`src/rtl/load_use_scoreboard_if.sv`:
```
// Operand-delivery bundle between the ID stage and the load-use scoreboard.
// The master drives the ID and MEM stage signals; the scoreboard (slave) returns the stall and issue controls.
interface load_use_scoreboard_if #(
  parameter int unsigned WIDTH_SOURCE = 5,
  parameter int unsigned CNT_WIDTH    = 16
);
  localparam int unsigned NUM_REGS = 1 << WIDTH_SOURCE;

  logic                    ID_Valid;
  logic [WIDTH_SOURCE-1:0] ID_rs1;
  logic [WIDTH_SOURCE-1:0] ID_rs2;
  logic                    ID_rs1_Used;
  logic                    ID_rs2_Used;
  logic [WIDTH_SOURCE-1:0] ID_rd;
  logic                    ID_Reg_Wr;
  logic                    ID_Mem_Rd;
  logic                    Flush;
  logic                    MEM_Load_Done;
  logic [WIDTH_SOURCE-1:0] MEM_rd;
  logic                    Drain_Req;
  logic                    ID_Issue;
  logic                    Stall;
  logic                    Drain_Done;
  logic [NUM_REGS-1:0]     Busy_Vec;
  logic [CNT_WIDTH-1:0]    Stall_Cnt;

  modport master (
    output ID_Valid, ID_rs1, ID_rs2, ID_rs1_Used, ID_rs2_Used, ID_rd,
           ID_Reg_Wr, ID_Mem_Rd, Flush, MEM_Load_Done, MEM_rd, Drain_Req,
    input  ID_Issue, Stall, Drain_Done, Busy_Vec, Stall_Cnt
  );

  modport slave (
    input  ID_Valid, ID_rs1, ID_rs2, ID_rs1_Used, ID_rs2_Used, ID_rd,
           ID_Reg_Wr, ID_Mem_Rd, Flush, MEM_Load_Done, MEM_rd, Drain_Req,
    output ID_Issue, Stall, Drain_Done, Busy_Vec, Stall_Cnt
  );
endinterface

```
`src/rtl/load_use_scoreboard.sv`:
```
// Load-use scoreboard: tracks in-flight load destinations and stalls dependent instructions in ID.
// It also offers a drain handshake that empties all outstanding loads before FENCE/ECALL.
module load_use_scoreboard #(
  parameter int unsigned WIDTH_SOURCE = 5,
  parameter int unsigned CNT_WIDTH    = 16
) (
  input logic                   CLK,
  input logic                   RST,
  load_use_scoreboard_if.slave  bus
);
  localparam int unsigned NUM_REGS = 1 << WIDTH_SOURCE;

  typedef enum logic [1:0] {RUN, STALL, DRAIN} state_t;

  state_t               state;
  state_t               state_nxt;
  logic [NUM_REGS-1:0]  busy;
  logic [NUM_REGS-1:0]  clr_mask;
  logic [NUM_REGS-1:0]  set_mask;
  logic [NUM_REGS-1:0]  eff_busy;
  logic                 hazard;
  logic                 stall;
  logic                 issue;
  logic                 drain_done;
  logic                 drain_done_nxt;
  logic [CNT_WIDTH-1:0] stall_cnt;

  // A completing load is forwardable next cycle, so its bit is bypassed now; x0 is never busy.
  always_comb begin
    clr_mask = '0;
    set_mask = '0;
    if (bus.MEM_Load_Done) clr_mask = NUM_REGS'(1) << bus.MEM_rd;
    eff_busy    = busy & ~clr_mask;
    eff_busy[0] = 1'b0;
    hazard = bus.ID_Valid & ((bus.ID_rs1_Used & eff_busy[bus.ID_rs1]) |
                             (bus.ID_rs2_Used & eff_busy[bus.ID_rs2]));
    stall  = hazard | (state == DRAIN);
    issue  = bus.ID_Valid & ~stall & ~bus.Flush;
    if (issue && bus.ID_Mem_Rd && bus.ID_Reg_Wr && (bus.ID_rd != '0))
      set_mask = NUM_REGS'(1) << bus.ID_rd;
  end

  // Drain takes priority over hazard stalls and exits only once nothing is outstanding.
  always_comb begin
    state_nxt      = state;
    drain_done_nxt = 1'b0;
    case (state)
      RUN: begin
        if (bus.Drain_Req)  state_nxt = DRAIN;
        else if (hazard)    state_nxt = STALL;
      end
      STALL: begin
        if (bus.Drain_Req)  state_nxt = DRAIN;
        else if (!hazard)   state_nxt = RUN;
      end
      DRAIN: begin
        if (eff_busy == '0) begin
          state_nxt      = RUN;
          drain_done_nxt = 1'b1;
        end
      end
      default: state_nxt = RUN;
    endcase
  end

  // Set is ORed after the clear so a newer load keeps ownership of the register.
  always_ff @(posedge CLK) begin
    if (RST) begin
      state      <= RUN;
      busy       <= '0;
      drain_done <= 1'b0;
      stall_cnt  <= '0;
    end else begin
      state      <= state_nxt;
      busy       <= eff_busy | set_mask;
      drain_done <= drain_done_nxt;
      if (hazard && !bus.Flush && (stall_cnt != '1))
        stall_cnt <= stall_cnt + CNT_WIDTH'(1);
    end
  end

  assign bus.ID_Issue   = issue;
  assign bus.Stall      = stall;
  assign bus.Drain_Done = drain_done;
  assign bus.Busy_Vec   = busy;
  assign bus.Stall_Cnt  = stall_cnt;
endmodule

```
`src/flat_wrapper.sv`:
```
// flat-port wrapper written by rule: the top's interface ports become plain ports
module load_use_scoreboard_flat 
#(
  parameter int unsigned WIDTH_SOURCE = 5,
  parameter int unsigned CNT_WIDTH    = 16
)
  (CLK, RST, bus_ID_Valid, bus_ID_rs1, bus_ID_rs2, bus_ID_rs1_Used, bus_ID_rs2_Used, bus_ID_rd, bus_ID_Reg_Wr, bus_ID_Mem_Rd, bus_Flush, bus_MEM_Load_Done, bus_MEM_rd, bus_Drain_Req, bus_ID_Issue, bus_Stall, bus_Drain_Done, bus_Busy_Vec, bus_Stall_Cnt);
  load_use_scoreboard_if #(.WIDTH_SOURCE(WIDTH_SOURCE), .CNT_WIDTH(CNT_WIDTH)) bus_i ();
  input logic CLK;
  input logic RST;
  input wire logic [$bits(bus_i.ID_Valid)-1:0] bus_ID_Valid;
  input wire logic [$bits(bus_i.ID_rs1)-1:0] bus_ID_rs1;
  input wire logic [$bits(bus_i.ID_rs2)-1:0] bus_ID_rs2;
  input wire logic [$bits(bus_i.ID_rs1_Used)-1:0] bus_ID_rs1_Used;
  input wire logic [$bits(bus_i.ID_rs2_Used)-1:0] bus_ID_rs2_Used;
  input wire logic [$bits(bus_i.ID_rd)-1:0] bus_ID_rd;
  input wire logic [$bits(bus_i.ID_Reg_Wr)-1:0] bus_ID_Reg_Wr;
  input wire logic [$bits(bus_i.ID_Mem_Rd)-1:0] bus_ID_Mem_Rd;
  input wire logic [$bits(bus_i.Flush)-1:0] bus_Flush;
  input wire logic [$bits(bus_i.MEM_Load_Done)-1:0] bus_MEM_Load_Done;
  input wire logic [$bits(bus_i.MEM_rd)-1:0] bus_MEM_rd;
  input wire logic [$bits(bus_i.Drain_Req)-1:0] bus_Drain_Req;
  output wire logic [$bits(bus_i.ID_Issue)-1:0] bus_ID_Issue;
  output wire logic [$bits(bus_i.Stall)-1:0] bus_Stall;
  output wire logic [$bits(bus_i.Drain_Done)-1:0] bus_Drain_Done;
  output wire logic [$bits(bus_i.Busy_Vec)-1:0] bus_Busy_Vec;
  output wire logic [$bits(bus_i.Stall_Cnt)-1:0] bus_Stall_Cnt;
  assign bus_i.ID_Valid = bus_ID_Valid;
  assign bus_i.ID_rs1 = bus_ID_rs1;
  assign bus_i.ID_rs2 = bus_ID_rs2;
  assign bus_i.ID_rs1_Used = bus_ID_rs1_Used;
  assign bus_i.ID_rs2_Used = bus_ID_rs2_Used;
  assign bus_i.ID_rd = bus_ID_rd;
  assign bus_i.ID_Reg_Wr = bus_ID_Reg_Wr;
  assign bus_i.ID_Mem_Rd = bus_ID_Mem_Rd;
  assign bus_i.Flush = bus_Flush;
  assign bus_i.MEM_Load_Done = bus_MEM_Load_Done;
  assign bus_i.MEM_rd = bus_MEM_rd;
  assign bus_i.Drain_Req = bus_Drain_Req;
  assign bus_ID_Issue = bus_i.ID_Issue;
  assign bus_Stall = bus_i.Stall;
  assign bus_Drain_Done = bus_i.Drain_Done;
  assign bus_Busy_Vec = bus_i.Busy_Vec;
  assign bus_Stall_Cnt = bus_i.Stall_Cnt;
  load_use_scoreboard #(.WIDTH_SOURCE(WIDTH_SOURCE), .CNT_WIDTH(CNT_WIDTH)) u_core (.CLK(CLK), .RST(RST), .bus(bus_i));
endmodule
```
`config.mk`:
```
export PLATFORM = sky130hd
export DESIGN_NAME = load_use_scoreboard_flat
export DESIGN_NICKNAME = d
export VERILOG_FILES = /design/src/rtl/load_use_scoreboard_if.sv /design/src/rtl/load_use_scoreboard.sv /design/src/flat_wrapper.sv
export SDC_FILE = /design/constraint.sdc
export NUM_CORES = 1
export LEC_CHECK = 0
export ABC_CLOCK_PERIOD_IN_PS = 9000
export CAP_MARGIN = 25
export CORE_MARGIN = 2
export CORE_UTILIZATION = 25
export CTS_CLUSTER_DIAMETER = 60
export DETAILED_ROUTE_END_ITERATION = 7
export GPL_TIMING_DRIVEN = 0
export SLEW_MARGIN = 5
export SYNTH_ARGS = -nofsm -noshare
export SYNTH_HDL_FRONTEND = slang
export SYNTH_SLANG_ARGS = --single-unit
```
`constraint.sdc`:
```
create_clock -name CLK -period 9 [get_ports CLK]
set_input_delay 1.8 -clock CLK [delete_from_list [all_inputs] [get_ports CLK]]
set_output_delay 1.8 -clock CLK [all_outputs]
set_load 0.1 [all_outputs]
```
==> flow_summary.ini <==
[layout]
diodes = 0
final_nets = 499
stdcell_count = 641
nFillCells = 1323
synthToLayoutAreaGrowth_pct = 35.3
drive_gt1_frac = 0.0554

[yosys]
ys.flop_type = dfxtp_1
yosysWarnings = 0
synth_area_mm2 = 0.00316
async_reset_ff_frac = 0
yosys_register_bits = 51
syn_nets = 417
postSynthCellCount = 386
ys_types = 47
yosysSeqAreaShare = 0.323
syn_area_per_cell_um2 = 8.18
synth-edff-count = 0

[timing]
post-route-min-period_ns = 8.76
finalSetupTns_ns = 0
hold_violations = 0
finalCritPeriodShare = 0.973
final-setup-viol-count = 0
fin_ws_ns = 0.242
rsz0062_at_grt = no
slew_viol_final = 0
worstMarginPinSlew_ns = 0.987
maxSlewHeadroom = 0.340
fin_skew_ns = 0.00671
fmax_mhz = 114

[grt]
top_usage_layer = met2
grt_pass1_vias = 3714
met2_usage = 0.329
overflow = 0
use_met3 = 0.0400
met1_usage = 0.252
antenna_found_initial = 0
grt_max_degree = 19
grtUsageTotal = 0.199
grt_first_pass_wirelength_um = 20700

[run_status]
status = complete, no violations

[min_path]
hold_class = flop to flop
hold_start = u_core.state[1]
whs_endpoint = u_core.state[0]
hold_path_depth = 1

[clock_network]
cts_max_path_buffers = 2
cts_sinks = 51
cts_made_buffers = 5
path_clk_slew_ns = 0.07
clk_latency_ns = 0.29
cts_setup_buffers = 0
cts_resized = 0
holdBufCountCts = 0
htreeDepth = 2
cts_tree = built
clockRootBuffer = clkbuf_16

[setup_path]
crit_top_cell = clkdlybuf4s50_1
slowest_delay_ns = 1.14
worstSetupEndpointType = output pin
worstPathCellList = clkdlybuf4s50_1 > nand4bb_1 > o21ai_0 > o32ai_1 > o41ai_1 > o211ai_1 > a22oi_4 > buf_6 > buf_2 > and3_1 > clkdlybuf4s50_1
r2r_setup_slack_ns = 5.86
slowest_stage = clkdlybuf4s50_1
start_kind = primary input
worst-path-max-fanout = 10
crit_type = primary input to output pin
critPathLaunch = bus_MEM_rd[1]
reg2reg_to = u_core.bus.Stall_Cnt[1]
r2r-start = u_core.bus.Stall_Cnt[0]
cp.arrival_ns = 6.96
required_ns = 7.20
r2r_cells = 10

[routing]
vias = 3706
drt_wl_total_um = 13500
dr.pass1.iters = 5
antenna_left = 0
initialDrtViolationCount = 334
viasPerCell = 5.78
drc = 0
wl_per_cell_um = 21.1

[placed_design]
hpwl_um = 10300
pre_cts_ws_ns = 0.388
gp_congestion = 0.976
dp_cells = 633
port_buffers = 74

[die]
die_w_um = 116
start_util = 0.253
die_area_mm2 = 0.0135
core_area_mm2 = 0.0125
io_pins = 81
die_h_um = 116
rows = 41

[power]
power_mw = 0.500
p_leak_nw = 1.31
p_per_area_mw_per_mm2 = 117
ir_worst_vdd_mv = 0.0760

[run]
maxCapViolCount = 0
[area by class of cell]
type / count / area [µm²] / area share
Buffer: 27 / 130 / 0.0305
Clock buffer: 5 / 125 / 0.0293
Clock inverter: 3 / 28.8 / 0.00674
Inverter: 7 / 26.3 / 0.00615
Multi-Input combinational cell: 301 / 1980 / 0.463
Sequential cell: 51 / 1020 / 0.239
Tap cell: 172 / 215 / 0.0504
Timing Repair Buffer: 75 / 746 / 0.175
[flip-flops by register name (all words and copies together), names as in the netlist]
| signal | cells |
|---|---|
| u_core.bus.Stall_Cnt | 16 |
| u_core.bus.Busy_Vec | 32 |
| u_core.bus.Drain_Done | 1 |
| u_core.state | 2 |
[where the power goes]
group	total [mW]	internal, mW	switching, mW	leakage [nW]
Sequential	0.227	0.227	0.000732	0.411
Combinational	0.0781	0.0242	0.0539	0.818
Clock	0.195	0.106	0.0889	0.0759
[cells in the mapped netlist, drive strengths merged, types with 2 or more instances]
| cell type | count | area [µm²] |
|---|---|---|
| and2 | 2 | 12.5 |
| o21ai | 41 | 205 |
| o2111ai | 27 | 236 |
| nand3b | 3 | 22.5 |
| and3b | 4 | 35.0 |
| nand2b | 7 | 43.8 |
| a32oi | 2 | 17.5 |
| dfxtp | 51 | 1020 |
| buf | 7 | 55.1 |
| or4 | 12 | 90.1 |
| nor3b | 6 | 45.0 |
| nor4 | 10 | 62.6 |
| nand4b | 3 | 26.3 |
| nand4 | 17 | 151 |
| or3b | 2 | 17.5 |
| clkbuf | 20 | 75.1 |
| a31oi | 2 | 12.5 |
| a21oi | 15 | 75.1 |
| and3 | 6 | 37.5 |
| or3 | 2 | 12.5 |
| nor3 | 3 | 15.0 |
| o211ai | 7 | 52.6 |
| nand3 | 20 | 118 |
| nor2b | 9 | 56.3 |
| mux2 | 3 | 33.8 |
| nand2 | 26 | 97.6 |
| nor2 | 11 | 41.3 |
| o32ai | 6 | 52.6 |
| nand4bb | 3 | 33.8 |
| mux2i | 2 | 20.0 |
| inv | 7 | 26.3 |
| o22ai | 31 | 194 |
| o31ai | 12 | 90.1 |
[worst max path at each step]
stage,to,slack (ns),cells after the start
finish,bus_ID_Issue,0.24,11
global route,bus_ID_Issue,0.09,11
CTS,bus_ID_Issue,0.37,11
detailed placement,bus_ID_Issue,0.39,11
global placement,bus_ID_Issue,0.33,11
floorplan,bus_ID_Issue,2.51,11
[cells in the final DEF (no fill, tap or decap), types with 3 or more instances in the layout]
| master | netlist | final |
|---|---|---|
| a21oi_1 | 15 | 15 |
| and3_1 | 6 | 6 |
| and3b_1 | 4 | 4 |
| buf_2 | 4 | 5 |
| clkbuf_1 | 20 | 20 |
| clkbuf_16 | 0 | 5 |
| clkdlybuf4s50_1 | 0 | 74 |
| dfxtp_1 | 51 | 51 |
| inv_1 | 7 | 7 |
| mux2_2 | 3 | 3 |
| nand2_1 | 26 | 26 |
| nand2b_1 | 7 | 7 |
| nand3_1 | 18 | 18 |
| nand3b_1 | 3 | 3 |
| nand4_1 | 14 | 14 |
| nand4_4 | 3 | 3 |
| nand4b_1 | 3 | 3 |
| nand4bb_1 | 3 | 3 |
| nor2_1 | 11 | 11 |
| nor2b_1 | 9 | 9 |
| nor3_1 | 3 | 3 |
| nor3b_1 | 6 | 6 |
| nor4_1 | 10 | 10 |
| o2111ai_1 | 27 | 27 |
| o211ai_1 | 7 | 7 |
| o21ai_0 | 36 | 36 |
| o21ai_1 | 5 | 5 |
| o22ai_1 | 31 | 31 |
| o31ai_1 | 12 | 12 |
| o32ai_1 | 6 | 6 |
| or4_1 | 12 | 12 |
[cell families (layout without fill, tap and decap cells)]
family / after synthesis / in the layout / share of synthesized area
multiplexers: 5 / 5 / 0.0170
adder cells (fa/ha/maj): 1 / 1 / 0.00396
buffers and inverters: 34 / 117 / 0.0495
flip-flops: 51 / 51 / 0.323
other: 1 / 1 / 0.00119
AO/OA/AOI/OAI: 146 / 146 / 0.309
AND/OR/NAND/NOR: 148 / 148 / 0.296
[worst max-delay path: cells and delay by family]
kind | cells | cell delay [ns]
simple gates | 2 | 0.77
buf+inv | 4 | 2.08
compound gates | 5 | 2.28
[per-stage QoR]
step	utilization	area (µm²)	hold slack [ns]
2_1_floorplan	-	3160	0.413
3_3_place_gp	0.330	4110	0.424
3_5_place_dp	0.330	4120	0.438
4_1_cts	0.343	4270	0.448
5_1_grt	0.343	4270	0.473
6_report	0.343	4270	0.449
[routing by layer]
layer  part of all wire  vias up  wire length, µm
li1                   -     1724                -
met1               0.41     1744             5560
met2               0.46      199             6170
met3              0.097       39             1310
met4              0.036        0              490
met5                  0        -                0
No activity file was read; power rests on OpenSTA's default activity.
